--- src/rtl/mobo_router.sv ---
// ----------------------------------------------------------------------------
// mobo_router
//
// Routes CPU bus requests to one of NUM_DEV memory-mapped device channels.
// The CPU address is split into a device index (upper bits) and a local
// offset (lower DEV_ADDR_BITS bits). A four-phase ctrl/stat handshake is run
// on the selected channel: ctrl asserted, device answers stat=1, ctrl
// withdrawn, device drops stat to 0, transaction complete.
//
// Optional feature macro: MOBO_ROUTER_TIMEOUT_EN
//   When defined, a wait counter aborts a transaction whose device does not
//   complete the handshake within TIMEOUT_CYCLES cycles and reports an error.
//
// Parameters:
//   WORD_WIDTH      data / address / ctrl / stat width (W)
//   NUM_DEV         number of device channels (>= 1)
//   DEV_ADDR_BITS   log2 of the words per device window
//   TIMEOUT_CYCLES  device wait limit (timeout build only)
//
// Ports:
//   clk        in   1           clock
//   rst        in   1           asynchronous active-high reset
//   cpu_ctrl   in   W           0 = none, bit0 = READ, bit1 = WRITE
//   cpu_stat   out  W           0 = IDLE, 1 = DONE, 2 = ERR
//   cpu_addr   in   W           global word address
//   cpu_wdata  in   W           write data
//   cpu_rdata  out  W           read data, valid while cpu_stat != 0
//   dev_ctrl   out  NUM_DEV*W   per-channel ctrl, channel i at [i*W +: W]
//   dev_stat   in   NUM_DEV*W   per-channel stat, 1 = DONE, 0 = idle
//   addr       out  W           local offset, zero-extended
//   data_out   out  W           shared write bus
//   data_in    in   W           shared read bus
//   err_dev    out  8           last errored channel, 8'hFF = decode error
// ----------------------------------------------------------------------------

`ifndef WORD_WIDTH
`define WORD_WIDTH 16
`endif

module mobo_router #(
    parameter int WORD_WIDTH     = `WORD_WIDTH,
    parameter int NUM_DEV        = 4,
    parameter int DEV_ADDR_BITS  = 12,
    parameter int TIMEOUT_CYCLES = 255
) (
    input  logic                          clk,
    input  logic                          rst,
    input  logic [WORD_WIDTH-1:0]         cpu_ctrl,
    output logic [WORD_WIDTH-1:0]         cpu_stat,
    input  logic [WORD_WIDTH-1:0]         cpu_addr,
    input  logic [WORD_WIDTH-1:0]         cpu_wdata,
    output logic [WORD_WIDTH-1:0]         cpu_rdata,
    output logic [NUM_DEV*WORD_WIDTH-1:0] dev_ctrl,
    input  logic [NUM_DEV*WORD_WIDTH-1:0] dev_stat,
    output logic [WORD_WIDTH-1:0]         addr,
    output logic [WORD_WIDTH-1:0]         data_out,
    input  logic [WORD_WIDTH-1:0]         data_in,
    output logic [7:0]                    err_dev
);

    localparam int W     = WORD_WIDTH;
    localparam int IDX_W = (NUM_DEV > 1) ? $clog2(NUM_DEV) : 1;

    // Mask selecting the local offset bits of the CPU address.
    localparam logic [W-1:0] OFF_MASK =
        (DEV_ADDR_BITS >= W) ? {W{1'b1}} : ~({W{1'b1}} << DEV_ADDR_BITS);

    localparam logic [W-1:0] OP_READ   = W'(1);
    localparam logic [W-1:0] OP_WRITE  = W'(2);
    localparam logic [W-1:0] STAT_IDLE = W'(0);
    localparam logic [W-1:0] STAT_DONE = W'(1);
    localparam logic [W-1:0] STAT_ERR  = W'(2);

    localparam logic [2:0] S_IDLE    = 3'd0;
    localparam logic [2:0] S_WAIT    = 3'd1;
    localparam logic [2:0] S_RELEASE = 3'd2;
    localparam logic [2:0] S_DONE    = 3'd3;
    localparam logic [2:0] S_ERR     = 3'd4;

    logic [2:0]       state_reg;
    logic [IDX_W-1:0] sel_reg;
    logic [W-1:0]     op_reg;
    logic [W-1:0]     addr_reg;
    logic [W-1:0]     data_out_reg;
    logic [W-1:0]     rdata_reg;
    logic [W-1:0]     stat_reg;
    logic [7:0]       err_dev_reg;

    // ------------------------------------------------------------------
    // Request decode
    // ------------------------------------------------------------------
    logic [W-1:0]     idx_full;
    logic [IDX_W-1:0] idx_sel;
    logic             dec_err;
    logic             req;
    logic [W-1:0]     op_next;
    logic             accept;
    logic             busy;
    logic [W-1:0]     sel_stat;
    logic             wait_done;
    logic             release_done;
    logic             timeout_hit;
    logic             ch_clear;

    assign idx_full = cpu_addr >> DEV_ADDR_BITS;
    assign idx_sel  = idx_full[IDX_W-1:0];
    assign dec_err  = (idx_full >= W'(NUM_DEV));

    // Only the READ/WRITE bits start a transaction; READ wins when both set.
    assign req     = |cpu_ctrl[1:0];
    assign op_next = cpu_ctrl[0] ? OP_READ : OP_WRITE;

    assign accept = (state_reg == S_IDLE) && req && !dec_err;
    assign busy   = (state_reg == S_WAIT) || (state_reg == S_RELEASE);

    // Only the selected channel's status is observed; others are ignored.
    assign sel_stat     = dev_stat[sel_reg*W +: W];
    assign wait_done    = (state_reg == S_WAIT) && (sel_stat == STAT_DONE);
    assign release_done = (state_reg == S_RELEASE) && (sel_stat == W'(0));

    // ctrl on the active channel is withdrawn on device ack or on abort.
    assign ch_clear = (state_reg == S_WAIT) && (wait_done || timeout_hit);

    // ------------------------------------------------------------------
    // Optional device wait timeout
    // ------------------------------------------------------------------
`ifdef MOBO_ROUTER_TIMEOUT_EN
    localparam int CNT_W = (TIMEOUT_CYCLES > 0) ? $clog2(TIMEOUT_CYCLES + 1) : 1;

    logic [CNT_W-1:0] wait_cnt_reg;

    assign timeout_hit = busy && (wait_cnt_reg == CNT_W'(TIMEOUT_CYCLES));

    always_ff @(posedge clk or posedge rst) begin
        if (rst) begin
            wait_cnt_reg <= '0;
        end else if (accept) begin
            wait_cnt_reg <= '0;
        end else if (busy && !timeout_hit) begin
            wait_cnt_reg <= wait_cnt_reg + 1'b1;
        end
    end
`else
    logic unused_timeout;

    assign timeout_hit    = 1'b0;
    assign unused_timeout = (TIMEOUT_CYCLES > 0);
`endif

    // ------------------------------------------------------------------
    // Per-channel ctrl registers: at most one channel is ever nonzero
    // because only the accepted index is loaded and it is cleared before
    // the FSM can return to IDLE.
    // ------------------------------------------------------------------
    generate
        for (genvar gi = 0; gi < NUM_DEV; gi++) begin : g_ch
            logic [W-1:0] ctrl_reg;

            always_ff @(posedge clk or posedge rst) begin
                if (rst) begin
                    ctrl_reg <= '0;
                end else if (accept && (idx_sel == IDX_W'(gi))) begin
                    ctrl_reg <= op_next;
                end else if (ch_clear && (sel_reg == IDX_W'(gi))) begin
                    ctrl_reg <= '0;
                end
            end

            assign dev_ctrl[gi*W +: W] = ctrl_reg;
        end
    endgenerate

    // ------------------------------------------------------------------
    // Transaction FSM
    // ------------------------------------------------------------------
    always_ff @(posedge clk or posedge rst) begin
        if (rst) begin
            state_reg    <= S_IDLE;
            sel_reg      <= '0;
            op_reg       <= '0;
            addr_reg     <= '0;
            data_out_reg <= '0;
            rdata_reg    <= '0;
            stat_reg     <= STAT_IDLE;
            err_dev_reg  <= '0;
        end else begin
            case (state_reg)
                S_IDLE: begin
                    if (req) begin
                        if (dec_err) begin
                            state_reg   <= S_ERR;
                            stat_reg    <= STAT_ERR;
                            err_dev_reg <= 8'hFF;
                            rdata_reg   <= '0;
                        end else begin
                            // Latch everything so later CPU bus changes
                            // cannot disturb the transaction in flight.
                            state_reg    <= S_WAIT;
                            sel_reg      <= idx_sel;
                            op_reg       <= op_next;
                            addr_reg     <= cpu_addr & OFF_MASK;
                            data_out_reg <= cpu_wdata;
                        end
                    end
                end

                S_WAIT: begin
                    if (wait_done) begin
                        if (op_reg == OP_READ) begin
                            rdata_reg <= data_in;
                        end
                        state_reg <= S_RELEASE;
                    end else if (timeout_hit) begin
                        state_reg   <= S_ERR;
                        stat_reg    <= STAT_ERR;
                        err_dev_reg <= 8'(sel_reg);
                        rdata_reg   <= '0;
                    end
                end

                S_RELEASE: begin
                    if (release_done) begin
                        state_reg <= S_DONE;
                        stat_reg  <= STAT_DONE;
                    end else if (timeout_hit) begin
                        state_reg   <= S_ERR;
                        stat_reg    <= STAT_ERR;
                        err_dev_reg <= 8'(sel_reg);
                        rdata_reg   <= '0;
                    end
                end

                S_DONE, S_ERR: begin
                    // Forces the CPU to drop its request before the next one.
                    if (cpu_ctrl == '0) begin
                        state_reg <= S_IDLE;
                        stat_reg  <= STAT_IDLE;
                    end
                end

                default: begin
                    state_reg <= S_IDLE;
                    stat_reg  <= STAT_IDLE;
                end
            endcase
        end
    end

    assign cpu_stat  = stat_reg;
    assign cpu_rdata = rdata_reg;
    assign addr      = addr_reg;
    assign data_out  = data_out_reg;
    assign err_dev   = err_dev_reg;

endmodule

--- config.mk ---
export PLATFORM = sky130hd
export DESIGN_NAME = mobo_router
export DESIGN_NICKNAME = d
export VERILOG_FILES = /design/src/rtl/mobo_router.sv
export SDC_FILE = /design/constraint.sdc
export NUM_CORES = 1
export LEC_CHECK = 0
export ABC_AREA = 1
export BUFFER_PORTS_ARGS = -buffer_cell sky130_fd_sc_hd__buf_2
export CAP_MARGIN = 10
export CORE_MARGIN = 5
export CORE_UTILIZATION = 40
export DETAILED_ROUTE_END_ITERATION = 12
export GPL_TIMING_DRIVEN = 0
export PLACE_DENSITY = 0.79
export SLEW_MARGIN = 10
export SYNTH_ARGS = -nofsm -noshare
export SYNTH_HDL_FRONTEND = slang
export SYNTH_SLANG_ARGS = --single-unit
--- constraint.sdc ---
create_clock -name clk -period 3.15 [get_ports clk]
set_input_delay 0.1575 -clock clk [delete_from_list [all_inputs] [get_ports clk]]
set_output_delay 0.1575 -clock clk [all_outputs]
set_load 0.03 [all_outputs]
Word-level counts from Yosys, hierarchy flattened. Cells that the tools add are included.

Bits in registers: 146. Bits of input ports: 130. Output and inout port bits: 136. Logic and storage cells: 90.

Order comparisons: 1. Eq/ne operators: 18. Shift-type cells: 1. Muxes and demuxes: 25. Bitwise logic cells: 2. Reduce and logical (&&, ||, !) cells: 31.

Operators with widths (count): $mux W16 (16); $pmux W16 S4 (1); $shiftx A64 B7 Y16 (1); $eq A16 B1 Y1 const B (2); $logic_not A16 Y1 (2); $pmux W16 S2 (1); $mux W3 (5); $logic_and A1 B1 Y1 (13); $pmux W3 S4 (1); $ne A2 B2 Y1 const B (5); $reduce_and A5 Y1 (2); $reduce_bool A2 Y1 (5); $eq A2 B2 Y1 const B (4); $eq A3 B2 Y1 const B (2); $reduce_and A3 Y1 (2); $eq A2 B1 Y1 const B (2); $ge A4 B3 Y1 const B (1); $logic_not A2 Y1 (2); $reduce_and A4 Y1 (1); $reduce_or A2 Y1 (2); $eq A3 B1 Y1 const B (1); $eq A3 B3 Y1 const B (1); $logic_not A3 Y1 (1); $mux W2 (1); other kinds (3) (4).

Logic depth before layout (Yosys ltp). Gate-level depths: netlist (run 1).

Word-level depth: 7. Mapped depth: 14.

Worst setup path before layout (run 1). No wires, ideal clock.

Kind: reg2reg. Start: register sel_reg[0]. End: register rdata_reg[10] (netlist: cpu_rdata[10]). Library setup time: 0.118 ns. Data arrival time: 1.466 ns. Required time: 3.032 ns. Path slack: 1.566 ns. Cell stages (with the launch flop): 15. Buffers on the path: 2. Clock period less this slack: 1.584 ns. Cell sequence: dfrtp_1 -> buf_6 -> inv_6 -> nor2_4 -> nand2_1 -> nand2_1 -> nor2_4 -> nand3_2 -> nor2_2 -> nand3_2 -> nand2_4 -> nand2_4 -> buf_6 -> nand2_2 -> o21ai_2.

Word-level cells in the longest chain between the ends: 5.

RTL lines: from (decl) (RTL line 81) `logic [IDX_W-1:0] sel_reg;`; from (signal assigned) (RTL line 199) `sel_reg <= idx_sel;`; $shiftx A64 B7 Y16 (RTL line 117) `assign sel_stat = dev_stat[sel_reg*W +: W];`; $eq A16 B1 Y1 (RTL line 118) `assign wait_done = (state_reg == S_WAIT) && (sel_stat == STAT_DONE);`; $logic_and A1 B1 Y1 (RTL line 118); $ne A2 B2 Y1 (no source line); $reduce_and A5 Y1 (no source line); to (signal assigned) (RTL line 210) `rdata_reg <= data_in;`; to (decl) (RTL line 85) `logic [W-1:0] rdata_reg;`.

Every way passes these cells. A chain may end at the register's enable or synchronous reset.

Worst setup path in the final report (run 1).
Start: register state_reg[1]. End: register addr_reg[6] (netlist: addr[6]).

Word-level cells in the longest chain between the ends: 2.

RTL lines: from (decl) (RTL line 80) `logic [2:0] state_reg;`; from (signal assigned) (RTL line 178) `state_reg <= S_IDLE;`; from (signal assigned) (RTL line 191) `state_reg <= S_ERR;`; from (signal assigned) (RTL line 198) `state_reg <= S_WAIT;`; $logic_not A3 Y1 (RTL line 187) `case (state_reg)`; $reduce_and A3 Y1 (no source line); to (signal assigned) (RTL line 201) `addr_reg <= cpu_addr & OFF_MASK;`; to (decl) (RTL line 83) `logic [W-1:0] addr_reg;`.

Every way passes these cells.

==> impl_metrics.toml, run 1 <==
[worst_setup_path]
cp_common_cell = "inv_2"
critPathMaxStageDelay_ns = 0.40
worst-path-max-fanout = 10
crit_path_start = "state_reg[1]"
critPathTopFamily = "simple AND/OR/NAND/NOR gates"
crit_chain = "inv_2 > nand2_1 > nor2_2 > inv_2 > nor2_2 > inv_2 > nor2_2 > inv_2 > clkbuf_1 > nand2_1 > nand2_1"
setup.worst_path.start_class = "register"
path_buf_inv = 5
cp.arrival_ns = 2.08
worst_ep_required_time_ns = 3.37
r2r-start = "state_reg[1]"
path_class = "reg2reg"
cp_slowest_cell = "dfrtp_1"
crit_path_end_kind = "register"

[timing]
post-route-period-util_pct = 59.07
min_period_ns = 1.861
fin_worst_skew_ns = 0.009025
tns_ns = 0
slew_violations = 0
tightest_slew_ns = 0.7434
hold_slack_ns = 0.02476
grt_setup_unrepaired = "false"
setup_viol = 0
setup_ws_ns = 1.289
hold_viol = 0
maxSlewHeadroom_pct = 50.44
max_freq_mhz = 537.4

[power_and_ir_drop]
p_sw_share_pct = 48.23
power.density_nw_per_um2 = 790.9
switchingPower_uw = 2074
p_int_uw = 2226
leakage_uw = 0.003243
combPwrFrac_pct = 53.7
pwr-share-clk_pct = 16.1
vdd_ir_drop_max_mv = 0.4996
seqPwrFrac_pct = 30.1

[die]
die_h_um = 107.9
core-area_um2 = 9284
fp.dieW_um = 107.9
pin_count = 266
rows = 35
start_util_pct = 41.29
dieArea_um2 = 11640

[detailed_routing]
route.detailed.drc = 0
wl_mm = 10.41
drtIter0Drc = 118
drt_first_pass_iters = 4
via_per_inst = 4.024
drtAntennaViolNets = 0
vias = 3650
wl_per_cell_um = 11.48

[placed_design]
routabilityCongestion = 0.8208
io_buffer_count = 191
hpwlAfterDp_mm = 8.671
dpl_worst_slack_ns = 1.292

[cts]
cts_htree_levels = 3
clk_latency_ns = 0.33
cts.sinks = 62
path_clk_slew_ns = 0.07
ctsLongestPathBuffers = 2
cts-root-buf = "clkbuf_8"
cts_buffers = 9
tritoncts = "yes"

[yosys]
yosysWarnings = 0
synth.avg_cell_area_um2 = 7.714
yosys.area.top_type = "dfrtp_1"
synthMuxAreaShare_pct = 0
synth_top_area_share_pct = 40.47
synth_top_family_by_area = "simple AND/OR/NAND/NOR gates"
synth-seq-area-share_pct = 40.47
yosysUniqueCellTypes = 28
synth_simple_gate_area_share_pct = 32.34
synth-compound-area-share_pct = 5.646
synth_area_um2 = 3834
ys_seq_elements = 62
synth_cells = 497
synthAdderAreaFrac_pct = 0
synth_xor_xnor_area_share_pct = 0
ys_top_cells_by_area = "dfrtp_1, nand2_1, buf_4, nor2_1, o21ai_2"

[min_path]
min_path_type = "in2reg"
hold_start = "cpu_wdata[15]"

[global_routing]
grt_pass1_wl_mm = 16.31
use_met1_pct = 20.91
antenna_found_initial = 0
grt_start_max_net_pins = 63
grt-ovfl-total = 0
grt_pass1_vias = 3493
grt_util_all_layers_pct = 17.56
use_met3_pct = 6.179
gr-usage-met2_pct = 30.95
busiest_layer = "met2"

[layout]
final_common_cell = "buf_2"
synthToLayoutAreaGrowth_pct = 41.81
fillerInstances = 892
antenna_cells = 0
fin_nets = 903
final_cell_mix = "buf_2, nand2_1, buf_4"
drive_gt1_share_pct = 45.89

[job]
drv_cap = 0

[status]
run_status = "completed"
-- power groups by stage --
stage | clock network [µW] | registers, µW | logic, µW
2_1_floorplan | 0 | 1870 | 1150
3_3_place_gp | 0 | 1290 | 2310
3_5_place_dp | 0 | 1310 | 2330
4_1_cts | 724 | 1300 | 2340
5_1_grt | 757 | 1340 | 2530
6_report | 694 | 1300 | 2310
-- final timing paths --
kind | to | slack (ns) | depth (start not counted)
min in group asynchronous | data_out[4] | 0.53 | 3
worst min register to register | data_out[3] | 0.46 | 2
worst max register to register | addr[6] | 1.29 | 11
max in group asynchronous | g_ch[1].ctrl_reg[0] | 2.13 | 3
worst min-delay path | data_out[15] | 0.02 | 3
worst max-delay path | addr[6] | 1.29 | 11
-- Yosys cell counts --
cell type / number
nand2_4: 2
inv_4: 1
nand4_1: 5
nand2_2: 18
o32ai_4: 1
o21ai_0: 3
buf_6: 5
nor2_1: 42
nor2_2: 7
o21ai_2: 16
nand3_2: 3
or2_1: 1
o21bai_1: 1
inv_1: 20
dfrtp_1: 62
o21ai_1: 3
nor3_1: 1
inv_2: 7
buf_4: 85
a21oi_1: 1
inv_6: 1
a31oi_1: 1
nor4_1: 1
nor2_4: 3
nand3_1: 23
clkbuf_1: 3
conb_1: 1
nand2_1: 180
-- cell families after synthesis --
kind of cell	Yosys count
AND/OR/NAND/NOR	286
buffers and inverters	122
flip-flops	62
AO/OA/AOI/OAI	26
other	1
-- final cells by class --
class	instances	area [µm²]	area share [%]
Inverter	29	118.9	2.186
Buffer	93	705.7	12.98
Timing Repair Buffer	192	965.9	17.77
Clock inverter	6	61.31	1.128
Tap cell	129	161.4	2.969
Clock buffer	10	137.6	2.532
Multi-Input combinational cell	386	1734	31.90
Sequential cell	62	1551	28.54
-- worst min-delay path, stage by stage --
cell and delay (ns):
buf_2 0.07, nand2_1 0.04, nand2_1 0.05
-- layer usage --
metal / vias up / part of all wire [%]
li1: 1925 / -
met1: 1577 / 41
met2: 137 / 51
met3: 11 / 7.9
met4: 0 / 0.84
met5: - / 0
-- per-stage QoR --
stage	total power [µW]	cells	area, µm²	util (%)
2_1_floorplan	3021	570	4108	-
3_3_place_gp	3605	890	5225	56.28
3_5_place_dp	3643	890	5228	56.31
4_1_cts	4359	907	5436	58.56
5_1_grt	4620	907	5436	58.56
6_report	4300	907	5436	58.56
-- what timing repair did --
item,in CTS,in global routing
hold buffers,1,0
resized for setup,0,0
hold endpoints to repair,49,0
setup buffers,0,0
No activity file was read; power rests on OpenSTA's default activity.
==> run 2, diff against run 1 <==
Settings changed: ABC_AREA 1 to 0, PLACE_DENSITY 0.79 to 0.82.
Clock period 3.15 ns to 1.88 ns, I/O delays scaled along.
==> run 2 against run 1 <==
Compared with the run above: the flow now finishes with violations (negative setup slack); worst hold slack better by 0.0031 ns; synthesized cell count is 24% lower; via count is 0.68% lower; non-clock buffer count is 53 higher; final cell count is 10% lower; synthesized area is 9.7% lower; wire length is 12% higher; register-to-register slack worse by 1.4 ns; maximum frequency is 8.0% lower; clock power is 74% higher; critical endpoint is now cpu_rdata[4]; critical path depth is 4 lower.
==> impl_metrics.toml, run 2 <==
[status]
run_status = "complete, but fails checks"
violations = "negative setup slack"

[yosys]
synth_top_area_share_pct = 44.83
yosys.area.top_type = "dfrtp_1"
synth_cells = 378
synth_area_um2 = 3461
yosysWarnings = 0
ys_top_cells_by_count = "nand2_1, buf_4, dfrtp_1"
synth_ff_type = "dfrtp_1"
synth.avg_cell_area_um2 = 9.156
ys_seq_elements = 62
yosysMostFrequentCell = "nand2_1"
synth-seq-area-share_pct = 44.83
synthArstFlopShare_pct = 100.0
ys_top_cells_by_area = "dfrtp_1, buf_4, nand2_1, a22o_1, nor4_1"
yosysUniqueCellTypes = 47
synth_edf_count = 0

[placed_design]
placed_area_um2 = 4862
dpl_worst_slack_ns = -0.2902
io_buffer_count = 191
hpwlAfterDp_mm = 8.456
place_inst = 751
routabilityCongestion = 0.8605

[detailed_routing]
drt_first_pass_iters = 4
vias = 3625
drtIter0Drc = 91
wl_mm = 11.65
drtAntennaViolNets = 0
wl_per_cell_um = 14.28
route.detailed.drc = 0
via_per_inst = 4.442

[worst_setup_path]
setup.worst_path.start_class = "register"
crit_path_end_kind = "register"
worst_ep_required_time_ns = 2.14
path_class = "reg2reg"
cp.arrival_ns = 2.28
worst-path-max-fanout = 10

[die]
start_util_pct = 40.27
rows = 34
die_h_um = 103.0
pin_count = 266
fp.dieW_um = 103.0
dieArea_um2 = 10610
core-area_um2 = 8593

[power_and_ir_drop]
vdd_ir_drop_max_mv = 0.5137
power.density_nw_per_um2 = 768.8
leakage_uw = 0.003325
report.power.total_uw = 4335

[timing]
grt_setup_unrepaired = "true"
post-route-period-util_pct = 107.5
hold_viol = 0
max_freq_mhz = 494.6
min_period_ns = 2.022
setup_viol = 26
fin_worst_skew_ns = 0.007076
tns_ns = -2.896
tightest_slew_ns = 0.6681
setup_ws_ns = -0.1417
slew_violations = 0
maxSlewHeadroom_pct = 55.40

[min_path]
min_path_type = "in2reg"

[global_routing]
grt_util_all_layers_pct = 21.14
grt_pass1_vias = 3658
antenna_found_initial = 0
grt-ovfl-total = 0
grt_start_max_net_pins = 33
grt_pass1_wl_mm = 17.44

[layout]
fin_nets = 834
final_cell_mix = "buf_2, nand2_1, buf_4"
final_common_cell = "buf_2"
drive_gt1_share_pct = 45.34
antenna_cells = 0
stdcell_count = 816
synthToLayoutAreaGrowth_pct = 62.94
stdcell_area_um2 = 5639

[cts]
path_clk_slew_ns = 0.07
cts-root-buf = "clkbuf_8"
cts_htree_levels = 3
cts.sinks = 62
ctsLongestPathBuffers = 2
cts_buffers = 9
tritoncts = "yes"
clk_latency_ns = 0.33

[job]
drv_cap = 0
==> run 2: cell type report <==
type                       count  area (µm²)
clock inverter                 3       42.54
tap                          108       135.1
inverter                       2       7.507
fill                         696        2954
timing repair buffer         244        1508
multi-input combinational    291        1534
clock buffer                  12       165.2
sequential                    62        1551
buffer                        94       695.7
==> run 2: worst paths after layout <==
kind,startpoint,to,slack [ns],depth (start not counted)
max,sel_reg[0],cpu_rdata[4],-0.14,7
min,cpu_addr[13],sel_reg[1],0.03,3
max reg2reg,sel_reg[0],cpu_rdata[4],-0.14,7
min reg2reg,data_out[2],data_out[2],0.47,2
max in group asynchronous,rst,addr[9],0.85,4
min in group asynchronous,rst,cpu_rdata[11],0.44,3
==> run 2: metrics by stage <==
stage	utilization [%]	hold slack, ns
2_1_floorplan	-	0.1994
3_3_place_gp	56.35	0.2823
3_5_place_dp	56.58	0.2366
4_1_cts	65.23	0.001071
5_1_grt	65.62	0.02112
6_report	65.62	0.02783
==> run 2: cells by family (layout without fill, tap and decap cells) <==
kind of cell	Yosys count	after routing	synth area share, %
AND/OR/NAND/NOR	162	162	21.84
multiplexers	5	5	1.808
flip-flops	62	62	44.83
buffers and inverters	98	355	20.28
AO/OA/AOI/OAI	50	50	11.13
other	1	74	0.1084
==> run 2: per-layer routing <==
metal  vias up  GRT usage [%]  wire length (µm)
met5         -              0                 0
met4         0          6.076               172
met3        19          7.578              1105
met2       164          36.21              5969
met1      1660          24.97              4407
li1       1782              -                 -
==> run 2: timing repair <==
action	in CTS	in global routing
endpoints found under the setup margin	58	58
setup buffers	4	2
resized for setup	13	9
hold buffers	45	0
gates cloned	1	0
hold endpoints to repair	74	0
pin swaps	19	2
==> run 2: power by group <==
part | internal, µW | leakage (µW) | total [µW] | switching, µW
combinational | 585 | 0.00237 | 1550 | 967
sequential | 1480 | 0.000855 | 1570 | 94.6
clock | 712 | 0.000104 | 1210 | 497
total | 2780 | 0.00332 | 4340 | 1560
==> run 2: critical path, stage by stage, from the launching register on <==
cell and delay [ns]:
dfrtp_1 0.38, or4b_4 0.47, o211ai_2 0.09, o311a_4 0.23
and4_4 0.25, and4_4 0.28, buf_12 0.13, a22o_1 0.13
